--- src/rtl/ps2_host_tx.sv ---
// PS/2 host-to-device transmitter: request-to-send inhibit, start bit, 8 data
// bits LSB first, odd parity, stop bit, then return to idle.
// Optional build macro PS2_TX_ACK_CHECK_EN adds the device ACK bit check;
// without it ack_err is tied to 0 and the ACK edge is left to the receiver.
//
// state   | meaning
// --------+-------------------------------------------------------------
// idle    | bus released, waiting for wr_ps2
// rts     | ps2c and ps2d held low for INHIBIT_CYCLES (request-to-send)
// start   | ps2c released, ps2d low (start bit) until first device edge
// data    | 8 data bits + parity shifted out on device falling edges
// stop    | ps2d released (stop bit 1)
// ack     | bus released, device ACK sampled on the next falling edge
// done    | one-cycle completion pulse
module ps2_host_tx #(
    parameter int INHIBIT_CYCLES = 5000
) (
    input  logic       clk,
    input  logic       reset,
    input  logic       wr_ps2,
    input  logic [7:0] din,
    input  logic       ps2c_in,
    input  logic       ps2d_in,
    output logic       ps2c_oe,
    output logic       ps2d_oe,
    output logic       tx_idle,
    output logic       tx_done_tick,
    output logic       ack_err
);

    localparam int CW = (INHIBIT_CYCLES > 1) ? $clog2(INHIBIT_CYCLES + 1) : 1;
    localparam logic [CW-1:0] INH_LAST = CW'(INHIBIT_CYCLES - 1);

    typedef enum logic [2:0] {
        ST_IDLE,
        ST_RTS,
        ST_START,
        ST_DATA,
        ST_STOP,
        ST_ACK,
        ST_DONE
    } state_t;

    state_t          state_q, state_d;
    logic [7:0]      filt_q, filt_d;
    logic            f_ps2c_q, f_ps2c_d;
    logic [8:0]      b_q, b_d;
    logic [3:0]      n_q, n_d;
    logic [CW-1:0]   cnt_q, cnt_d;
    logic            ack_err_q, ack_err_d;
    logic            fall_edge;

    // Glitch filter on the device clock: output only moves on 8 agreeing samples.
    always_comb begin
        filt_d   = {ps2c_in, filt_q[7:1]};
        f_ps2c_d = f_ps2c_q;
        if (filt_q == 8'hFF) begin
            f_ps2c_d = 1'b1;
        end else if (filt_q == 8'h00) begin
            f_ps2c_d = 1'b0;
        end
    end

    assign fall_edge = f_ps2c_q & ~f_ps2c_d;

    // State register and datapath flops, cleared asynchronously.
    always_ff @(posedge clk or posedge reset) begin
        if (reset) begin
            state_q   <= ST_IDLE;
            filt_q    <= 8'h00;
            f_ps2c_q  <= 1'b0;
            b_q       <= 9'h000;
            n_q       <= 4'h0;
            cnt_q     <= '0;
            ack_err_q <= 1'b0;
        end else begin
            state_q   <= state_d;
            filt_q    <= filt_d;
            f_ps2c_q  <= f_ps2c_d;
            b_q       <= b_d;
            n_q       <= n_d;
            cnt_q     <= cnt_d;
            ack_err_q <= ack_err_d;
        end
    end

    // Next-state and datapath updates; bits advance only on filtered falling edges.
    always_comb begin
        state_d   = state_q;
        b_d       = b_q;
        n_d       = n_q;
        cnt_d     = cnt_q;
        ack_err_d = ack_err_q;
        case (state_q)
            ST_IDLE: begin
                if (wr_ps2) begin
                    b_d       = {~^din, din};
                    cnt_d     = '0;
                    ack_err_d = 1'b0;
                    state_d   = ST_RTS;
                end
            end
            ST_RTS: begin
                if (cnt_q == INH_LAST) begin
                    state_d = ST_START;
                end else begin
                    cnt_d = cnt_q + 1'b1;
                end
            end
            ST_START: begin
                if (fall_edge) begin
                    n_d     = 4'd8;
                    state_d = ST_DATA;
                end
            end
            ST_DATA: begin
                if (fall_edge) begin
                    b_d = {1'b0, b_q[8:1]};
                    if (n_q == 4'd0) begin
                        state_d = ST_STOP;
                    end else begin
                        n_d = n_q - 1'b1;
                    end
                end
            end
            ST_STOP: begin
                if (fall_edge) begin
`ifdef PS2_TX_ACK_CHECK_EN
                    state_d = ST_ACK;
`else
                    state_d = ST_DONE;
`endif
                end
            end
            ST_ACK: begin
`ifdef PS2_TX_ACK_CHECK_EN
                // Device pulls ps2d low to acknowledge; high means no ACK.
                if (fall_edge) begin
                    ack_err_d = ps2d_in;
                    state_d   = ST_DONE;
                end
`else
                state_d = ST_IDLE;
`endif
            end
            ST_DONE: begin
                state_d = ST_IDLE;
            end
            default: begin
                state_d = ST_IDLE;
            end
        endcase
    end

    // Pad enables decoded straight from the state register so reset releases the bus at once.
    always_comb begin
        ps2c_oe      = 1'b0;
        ps2d_oe      = 1'b0;
        tx_idle      = 1'b0;
        tx_done_tick = 1'b0;
        case (state_q)
            ST_IDLE: tx_idle = 1'b1;
            ST_RTS: begin
                ps2c_oe = 1'b1;
                ps2d_oe = 1'b1;
            end
            ST_START: ps2d_oe = 1'b1;
            ST_DATA:  ps2d_oe = ~b_q[0];
            ST_DONE:  tx_done_tick = 1'b1;
            default: begin
                ps2c_oe = 1'b0;
                ps2d_oe = 1'b0;
            end
        endcase
    end

`ifdef PS2_TX_ACK_CHECK_EN
    assign ack_err = ack_err_q;
`else
    // ps2d_in has no reader without the ACK check.
    logic unused_ps2d;
    assign unused_ps2d = ps2d_in;
    assign ack_err     = 1'b0;
`endif

endmodule

--- config.mk ---
export PLATFORM = sky130hd
export DESIGN_NAME = ps2_host_tx
export DESIGN_NICKNAME = d
export VERILOG_FILES = /design/src/rtl/ps2_host_tx.sv
export SDC_FILE = /design/constraint.sdc
export NUM_CORES = 1
export LEC_CHECK = 0
export CAP_MARGIN = 30
export CORE_ASPECT_RATIO = 0.6
export CORE_MARGIN = 2
export CORE_UTILIZATION = 40
export CTS_CLUSTER_SIZE = 16
export DETAILED_ROUTE_END_ITERATION = 10
export DONT_BUFFER_PORTS = 1
export GPL_TIMING_DRIVEN = 0
export HOLD_SLACK_MARGIN = 0.15
export PLACE_DENSITY = 0.58
export SLEW_MARGIN = 20
export SYNTH_ARGS = -nofsm -noshare
export SYNTH_HDL_FRONTEND = slang
export SYNTH_SLANG_ARGS = --single-unit
--- constraint.sdc ---
create_clock -name clk -period 1.8 [get_ports clk]
set_input_delay 0.09 -clock clk [delete_from_list [all_inputs] [get_ports clk]]
set_output_delay 0.09 -clock clk [all_outputs]
set_load 0.005 [all_outputs]
==> impl_metrics.env, run 1 <==
export IMPL_status="complete, but fails checks"
export IMPL_violations="negative setup slack"
export IMPL_grt_total_usage_pct=18.0
export IMPL_hp_class="input pin to register"
export IMPL_cts_made_buffers=5
export IMPL_end_kind="register"
export IMPL_yosysUniqueCellTypes=52
export IMPL_place_area_mm2=0.00211
export IMPL_final_hold_viol_count=0
export IMPL_fp_row_count=19
export IMPL_io_pins=18
export IMPL_synth_ff_type="dfrtp_1"
export IMPL_cts_tree="done"
export IMPL_slowest_stage="or4_4"
export IMPL_areaGrowthSynthToFinish_pct=27.6
export IMPL_skew_ns=0.0109
export IMPL_async_flop_share_pct=100
export IMPL_seqCellArea_um2=955
export IMPL_slew_viol_final=0
export IMPL_drive_gt1_share_pct=27.4
export IMPL_totalWireLength_um=4720
export IMPL_leakagePower_nw=1.10
export IMPL_final_core_util_pct=54.6
export IMPL_grt_pass1_wl_um=7650
export IMPL_n_antenna_cell=0
export IMPL_cts_sinks=38
export IMPL_timing_setup_tns_ns=-0.139
export IMPL_cp_top_family="compound AO/OA/AOI/OAI gates"
export IMPL_power_mw=2.76
export IMPL_final_cell_mix="35 x nand2_1, 35 x dfrtp_1, 13 x buf_4, 11 x dlygate4sd3_1"
export IMPL_powerDensity_mw_per_mm2=1070
export IMPL_h_tree_depth=2
export IMPL_path_cells="or4_4, o31ai_4, buf_6, a31oi_4, o22ai_2"
export IMPL_avgSynthCellArea_um2=10.1
export IMPL_hpwlAfterDp_um=3080
export IMPL_cp_arrival_ns=2.07
export IMPL_r2r_end="state_q[1]"
export IMPL_die_h_um=59.0
export IMPL_critPathMaxFanout=4
export IMPL_ant_nets=0
export IMPL_syn_num_nets=215
export IMPL_yosys_warnings=0
export IMPL_final_cells=293
export IMPL_grt_max_degree=36
export IMPL_route_detailed_drc=0
export IMPL_coreArea_mm2=0.00471
export IMPL_portBuffers=0
export IMPL_first_pass_iters=4
export IMPL_postLayoutSetupSlackWorst_ns=-0.0615
export IMPL_hold_ws_ns=0.180
export IMPL_first_global_vias=1558
export IMPL_yosysTopAreaCell="dfrtp_1"
export IMPL_rrSetupSlack_ns=-0.06
export IMPL_initial_core_util_pct=42.8
export IMPL_clkLatencyLatePin_ns=0.29
export IMPL_setup_violations=4
export IMPL_synth_top_area_share_pct=47.2
export IMPL_period_needed_ns=1.86
export IMPL_via_per_inst=5.49
export IMPL_multi_input_comb_area_mm2=0.00114
export IMPL_yosys_top_cells_area="dfrtp_1 47%, nand2_1 6.9%, mux2_2 4.5%"
export IMPL_routedWlPerCell_um=16.1
export IMPL_synth_edff_count=0
export IMPL_dp_slack_ns=-0.293
export IMPL_critPathRequiredTime_ns=2.01
export IMPL_routabilityCongestion=0.777
export IMPL_clk_pin_slew_ns=0.08
export IMPL_cts_root_buf="clkbuf_8"
export IMPL_dieWidth_um=95.6
export IMPL_synthCells=199
export IMPL_clock_fmax_ghz=0.537
export IMPL_start_kind="register"
export IMPL_rsz0062_at_grt="true"
export IMPL_vias=1609
export IMPL_drt_iter0_drc=88
export IMPL_cts_max_path_buffers=2
export IMPL_peakVddDrop_uv=561
export IMPL_grt_antenna_before_repair=0
export IMPL_fill_cells=411
export IMPL_whs_path_depth=3
export IMPL_syn_cell_area_mm2=0.00201
export IMPL_grt_overflow=0
export IMPL_slowest_delay_ns=0.55
export IMPL_dieArea_mm2=0.00564
export IMPL_ys_seq_area_share_pct=47.2
export IMPL_path_class="register to register"
export IMPL_cp_num_buf_inv=1
export IMPL_fin_crit_sh_pct=103
export IMPL_rr_worst_depth=5
export IMPL_fin_nets=246
export IMPL_finalInstanceArea_mm2=0.00257
export IMPL_hp_start="wr_ps2"
export IMPL_worstHoldEndpoint="cnt_q[2]"
export IMPL_synth_seq_cells=38
export IMPL_r2r_start="cnt_q[6]"
export IMPL_drv_cap=0
export IMPL_post_place_cells=263
==> power breakdown <==
part | switching, mW | total (mW) | internal [mW]
sequential | 0.218 | 1.31 | 1.09
combinational | 0.457 | 0.895 | 0.439
clock | 0.284 | 0.551 | 0.267
==> cells by family (layout without fill, tap and decap cells) <==
| kind of cell | count (synthesis) | after routing | share of synthesized area [%] |
|---|---|---|---|
| buffers and inverters | 15 | 45 | 4.53 |
| xor gates and xnor gates | 12 | 12 | 5.22 |
| other | 1 | 1 | 0.186 |
| DFF | 38 | 38 | 47.2 |
| AOI/OAI and AO/OA | 32 | 32 | 11.4 |
| adders and majority gates | 3 | 3 | 1.86 |
| and+or+nand+nor | 87 | 88 | 23.6 |
| muxes | 11 | 11 | 5.96 |
==> layout make-up <==
type                       count  area share, %
multi-input combinational    147           44.4
sequential                    38           37.1
timing repair buffer          24           8.86
tap                           63           3.07
clock buffer                   7           2.97
buffer                         7           2.53
inverter                       7           1.02
==> repair_timing <==
item,4_1_cts,5_1_grt
hold endpoints to repair,47,0
hold buffers,11,0
setup endpoints to repair,22,24
resized for setup,14,23
gates cloned,1,0
setup buffers,5,7
pin swaps,4,12
==> worst register-to-register path, stage by stage, from the launching register on <==
cell	delay (ns)
dfrtp_1	0.40
or4_4	0.55
o31ai_4	0.38
buf_6	0.18
a31oi_4	0.08
o22ai_2	0.19
==> metal layers <==
| metal | up-vias | GRT usage, % | share of wire (%) |
|---|---|---|---|
| li1 | 771 | - | - |
| met2 | 35 | 27.7 | 47 |
| met5 | - | 0 | 0 |
| met1 | 793 | 26.2 | 48 |
| met3 | 10 | 3.94 | 3.9 |
| met4 | 0 | 4.29 | 0.87 |
==> worst max path at each step <==
stage,start,to,slack [ns],depth (start not counted)
after floorplan,cnt_q[3],state_q[0],0.004,4
after global placement,filt_q[5],b_q[5],-0.25,4
after detailed placement,filt_q[5],b_q[7],-0.29,4
after CTS,cnt_q[11],cnt_q[3],0.0005,5
after global routing,cnt_q[2],state_q[1],-0.13,5
final,cnt_q[6],state_q[1],-0.06,5
==> cells in the mapped netlist, drive strengths merged, types with 4 or more instances <==
cell type   n
a21oi       4
clkbuf      5
dfrtp      38
inv         7
mux2        8
nand2      37
nand4       7
nor2        8
nor3b       5
o21ai       8
o31ai       8
xnor2       8
xor2        4
==> flip-flops by register name, indices dropped and copies added (netlist names) <==
register / cells
b_q: 9
cnt_q: 13
f_ps2c_q: 1
filt_q: 8
n_q: 4
state_q: 3
Power figures use the tool's default switching activity.
==> run 2: changes to the inputs <==
--- a/config.mk
+++ b/config.mk
@@ -12,9 +12,9 @@
 export CTS_CLUSTER_SIZE = 16
 export DETAILED_ROUTE_END_ITERATION = 10
 export DONT_BUFFER_PORTS = 1
-export GPL_TIMING_DRIVEN = 0
+export GPL_TIMING_DRIVEN = 1
 export HOLD_SLACK_MARGIN = 0.15
-export PLACE_DENSITY = 0.58
+export PLACE_DENSITY = 0.6
 export SLEW_MARGIN = 20
 export SYNTH_ARGS = -nofsm -noshare
 export SYNTH_HDL_FRONTEND = slang
==> run 2 against run 1 <==
Against the previous run:
- the run now ends clean
- clock power is 60% higher
- final cell count is 4.4% higher
- sequential share of layout area fell by 0.074 points
- largest power group unchanged
- die area is the same
- count of clock-buffer cells in the layout fell by 2
- worst setup slack better by 0.074 ns
- first-iteration DRC count decreased by 6.8%
- worst hold slack hardly changed
- non-clock buffer count is 13 higher
- register-to-register slack improved by 0.07 ns
==> impl_metrics.env, run 2 (same netlist as run 1, synthesis figures left out) <==
export IMPL_clock_fmax_ghz=0.559
export IMPL_grt_max_degree=39
export IMPL_fin_nets=258
export IMPL_h_tree_depth=2
export IMPL_slowest_delay_ns=0.56
export IMPL_seqPwrFrac_pct=41.4
export IMPL_power_mw=3.03
export IMPL_cts_root_buf="clkbuf_8"
export IMPL_hp_class="input pin to register"
export IMPL_routedWlPerCell_um=14.6
export IMPL_powerDensity_mw_per_mm2=1180
export IMPL_routabilityCongestion=0.819
export IMPL_cts_tree="done"
export IMPL_final_cell_mix="38 x dfrtp_1, 36 x nand2_1, 33 x buf_4, 10 x dlygate4sd3_1"
export IMPL_path_class="register to register"
export IMPL_drv_cap=0
export IMPL_grt_pass1_wl_um=7420
export IMPL_pwr_share_clk_pct=29.0
export IMPL_vias=1571
export IMPL_portBuffers=0
export IMPL_critPathRequiredTime_ns=1.97
export IMPL_die_h_um=59.0
export IMPL_period_needed_ns=1.79
export IMPL_cp_arrival_ns=1.96
export IMPL_critPathMaxFanout=3
export IMPL_clkLatencyLatePin_ns=0.29
export IMPL_grt_antenna_before_repair=0
export IMPL_fp_row_count=19
export IMPL_initial_core_util_pct=42.8
export IMPL_rsz0062_at_grt="true"
export IMPL_setup_violations=0
export IMPL_netSwitchingFraction_pct=31.2
export IMPL_cts_max_path_buffers=2
export IMPL_start_kind="register"
export IMPL_end_kind="register"
export IMPL_cp_top_family="simple AND/OR/NAND/NOR gates"
export IMPL_slew_viol_final=0
export IMPL_drt_iter0_drc=82
export IMPL_grt_total_usage_pct=17.4
export IMPL_skew_ns=0.0103
export IMPL_largest_reg_flops=13
export IMPL_fin_crit_sh_pct=99.3
export IMPL_cts_made_buffers=5
export IMPL_first_global_vias=1504
export IMPL_coreArea_mm2=0.00471
export IMPL_p_int_mw=2.09
export IMPL_drive_gt1_share_pct=27.6
export IMPL_hpwlAfterDp_um=3150
export IMPL_slowest_stage="or4bb_4"
export IMPL_switchingPower_uw=945
export IMPL_via_per_inst=5.13
export IMPL_first_pass_iters=7
export IMPL_totalWireLength_um=4470
export IMPL_status="finished, final reports clean"
export IMPL_timing_setup_tns_ns=0
export IMPL_cts_sinks=38
export IMPL_clk_pin_slew_ns=0.09
export IMPL_path_cells="or4bb_4, o31ai_4, nand2b_2, a211o_1"
export IMPL_ant_nets=0
export IMPL_io_pins=18
export IMPL_final_hold_viol_count=0
export IMPL_dieArea_mm2=0.00564
export IMPL_reg_largest_list="cnt_q (13), b_q (9), filt_q (8)"
export IMPL_dieWidth_um=95.6
export IMPL_peakVddDrop_uv=500
export IMPL_cp_num_buf_inv=0
export IMPL_areaGrowthSynthToFinish_pct=27.4
export IMPL_final_common_cell="dfrtp_1"
export IMPL_n_antenna_cell=0
export IMPL_leakagePower_nw=1.15
export IMPL_grt_overflow=0
export IMPL_regMostFlops="cnt_q"
export IMPL_route_detailed_drc=0
export IMPL_combPwrFrac_pct=29.6
## run 2: cell type report
type	instances	area [um^2]
tap	63	78.8
timing repair buffer	44	359
fill	433	2140
clock inverter	3	68.8
clock buffer	5	68.8
sequential	38	951
inverter	7	26.3
multi-input combinational	146	1010
## run 2: path summary, 6_finish.rpt
| check | slack [ns] | cells after the start | to | startpoint |
|---|---|---|---|---|
| min reg2reg | 0.43 | 0 | filt_q[5] | filt_q[6] |
| min | 0.18 | 2 | cnt_q[10] | wr_ps2 |
| max reg2reg | 0.01 | 4 | state_q[0] | cnt_q[11] |
| max in group asynchronous | 1.11 | 3 | cnt_q[8] | reset |
| min in group asynchronous | 0.36 | 3 | b_q[8] | reset |
| max | 0.01 | 4 | state_q[0] | cnt_q[11] |
## run 2: stage by stage
step | setup WS, ns | hold WS, ns | util (%) | cell area (um^2) | cells
floorplan | 0.00420 | 0.121 | - | 2010 | 199
global placement | 0.00428 | 0.121 | 48.2 | 2270 | 286
detailed placement | -0.0711 | 0.121 | 48.2 | 2270 | 286
CTS | 0.0217 | 0.168 | 53.5 | 2520 | 304
global route | -0.0337 | 0.218 | 54.5 | 2570 | 306
finish | 0.0123 | 0.180 | 54.5 | 2570 | 306
## run 2: worst reg2reg max path, stage by stage (launching register included)
cell and delay, ns:
dfrtp_1 0.39, or4bb_4 0.56, o31ai_4 0.30, nand2b_2 0.11, a211o_1 0.31
## run 2: what timing repair did
action / CTS / global route
buffers inserted: 0 / 2
hold buffers: 10 / 0
endpoints found under the setup margin: 1 / 7
pin swaps: 0 / 3
endpoints found under the hold margin: 47 / 0
resized for setup: 3 / 8
## run 2: routing by layer
metal,up-vias,track usage (%),wire [um]
met3,2,4.83,163
met5,-,0,0
li1,784,-,-
met4,0,3.67,23
met2,24,23.8,1800
met1,761,27.2,2470
## run 2: power groups by stage
stage               Clock, mW  Combinational (mW)  Sequential, mW
floorplan                   0               0.596            1.24
global placement            0               0.832            1.26
detailed placement          0               0.852            1.27
CTS                     0.896               0.873            1.25
global route            0.942                1.01            1.29
finish                  0.881               0.897            1.26
==> run 3: changes to the inputs <==
--- a/config.mk
+++ b/config.mk
@@ -14,7 +14,7 @@
 export DONT_BUFFER_PORTS = 1
 export GPL_TIMING_DRIVEN = 1
 export HOLD_SLACK_MARGIN = 0.15
-export PLACE_DENSITY = 0.6
+export PLACE_DENSITY = 0.57
 export SLEW_MARGIN = 20
 export SYNTH_ARGS = -nofsm -noshare
 export SYNTH_HDL_FRONTEND = slang
==> run 3 against run 2 <==
Against the previous run:
- count of clock-buffer cells in the layout unchanged
- routed wire length shrank 4.4%
- flip-flop and latch count unchanged
- critical path type unchanged
- via count decreased by 0.32%
- worst hold slack better by 0.011 ns
- largest power group unchanged
==> impl_metrics.env, run 3 (same netlist as run 1, synthesis figures left out) <==
export IMPL_grt_total_usage_pct=17.2
export IMPL_path_cells="or4_4, o31ai_4, nand2b_2, a211o_1"
export IMPL_critPathMaxFanout=2
export IMPL_status="finished, final reports clean"
export IMPL_n_antenna_cell=0
export IMPL_multi_input_comb_area_mm2=0.00104
export IMPL_fin_crit_sh_pct=97.0
export IMPL_worstHoldEndpoint="cnt_q[5]"
export IMPL_power_mw=2.66
export IMPL_fill_cells=416
export IMPL_hpwlAfterDp_um=3000
export IMPL_start_kind="register"
export IMPL_grt_antenna_before_repair=0
export IMPL_r2r_start="cnt_q[3]"
export IMPL_vias=1566
export IMPL_powerDensity_mw_per_mm2=1070
export IMPL_cts_root_buf="clkbuf_8"
export IMPL_h_tree_depth=2
export IMPL_cts_sinks=38
export IMPL_end_kind="register"
export IMPL_routedWlPerCell_um=14.5
export IMPL_timing_setup_tns_ns=0
export IMPL_grt_overflow=0
export IMPL_whs_path_depth=2
export IMPL_hold_ws_ns=0.191
export IMPL_peakVddDrop_uv=580
export IMPL_grt_pass1_wl_um=7360
export IMPL_critPathRequiredTime_ns=1.97
export IMPL_clkLatencyLatePin_ns=0.28
export IMPL_rrSetupSlack_ns=0.05
export IMPL_regMostFlops="cnt_q"
export IMPL_first_pass_iters=4
export IMPL_routabilityCongestion=0.782
export IMPL_slowest_delay_ns=0.55
export IMPL_seqCellArea_um2=952
export IMPL_drt_iter0_drc=115
export IMPL_rr_worst_depth=4
export IMPL_fin_nets=248
export IMPL_ant_nets=0
export IMPL_route_detailed_drc=0
export IMPL_path_class="register to register"
export IMPL_initial_core_util_pct=42.8
export IMPL_io_pins=18
export IMPL_dieWidth_um=95.6
export IMPL_cts_max_path_buffers=2
export IMPL_clock_fmax_ghz=0.573
export IMPL_final_cell_mix="37 x nand2_1, 37 x dfrtp_1, 22 x buf_4, 10 x dlygate4sd3_1"
export IMPL_drv_cap=0
export IMPL_hp_class="input pin to register"
export IMPL_dieArea_mm2=0.00564
export IMPL_r2r_end="state_q[0]"
export IMPL_reg_largest_list="cnt_q (13), b_q (9), filt_q (8)"
export IMPL_fp_row_count=19
export IMPL_grt_max_degree=39
export IMPL_skew_ns=0.00610
export IMPL_drive_gt1_share_pct=25.4
export IMPL_first_global_vias=1506
export IMPL_leakagePower_nw=1.10
export IMPL_largest_reg_flops=13
export IMPL_period_needed_ns=1.75
export IMPL_areaGrowthSynthToFinish_pct=22.9
export IMPL_die_h_um=59.0
export IMPL_via_per_inst=5.31
export IMPL_hp_start="wr_ps2"
export IMPL_cts_made_buffers=5
export IMPL_final_hold_viol_count=0
export IMPL_portBuffers=0
export IMPL_coreArea_mm2=0.00471
export IMPL_clk_pin_slew_ns=0.07
export IMPL_slowest_stage="or4_4"
export IMPL_slew_viol_final=0
export IMPL_cts_tree="done"
export IMPL_setup_violations=0
export IMPL_cp_arrival_ns=1.91
export IMPL_totalWireLength_um=4270
[run 3: changes by cell type in the layout (fill, tap and decap cells not counted), sizes merged]
cell | previous run | this run
buf | 34 | 24
bufinv | 2 | 0
clkinv | 1 | 2
[run 3: power by group]
group | leakage [nW] | total, mW | switching, mW | internal (mW)
Clock | 0.0438 | 0.552 | 0.292 | 0.260
Sequential | 0.466 | 1.25 | 0.164 | 1.09
Combinational | 0.589 | 0.856 | 0.447 | 0.409
[run 3: area by class of cell]
class	count	area share [%]
Multi-Input combinational cell	146	42.1
Sequential cell	38	38.5
Timing Repair Buffer	34	12.0
Tap cell	63	3.18
Clock buffer	5	2.78
Inverter	7	1.06
Clock inverter	2	0.404
[run 3: per-stage QoR]
| step | cell area, um^2 | cells | utilization, % | setup slack (ns) |
|---|---|---|---|---|
| 2_1_floorplan | 2010 | 199 | - | 0.00420 |
| 3_3_place_gp | 2210 | 277 | 47.0 | 0.0858 |
| 3_5_place_dp | 2210 | 277 | 47.0 | 0.0568 |
| 4_1_cts | 2390 | 294 | 50.8 | 0.0301 |
| 5_1_grt | 2480 | 295 | 52.6 | -0.00112 |
| 6_report | 2480 | 295 | 52.6 | 0.0541 |
[run 3: worst max path at each step]
stage / startpoint / endpoint / cells past startpoint
CTS: filt_q[5] / state_q[0] / 6
detailed placement: filt_q[5] / state_q[0] / 6
global route: n_q[0] / n_q[2] / 7
finish: cnt_q[3] / state_q[0] / 4
floorplan: cnt_q[3] / state_q[0] / 4
global placement: filt_q[5] / state_q[0] / 6
[run 3: worst max-delay path, delay by kind of cell, from the launching register on]
family,cells,cell delay [ns]
and+or+nand+nor,2,0.64
DFF,1,0.41
AOI/OAI and AO/OA,2,0.58
[run 3: timing repair]
item                                   CTS  global route
resized for setup                        0            14
buffers inserted                         0             1
hold buffers                            10             0
endpoints found under the hold margin   47             0
setup endpoints to repair                0            16
[run 3: routing by layer]
layer	wire [um]	vias up	global-route usage [%]
met3	173	4	4.07
met5	0	-	0
met1	2250	754	26.5
li1	-	777	-
met2	1810	31	24.4
met4	30	0	4.49
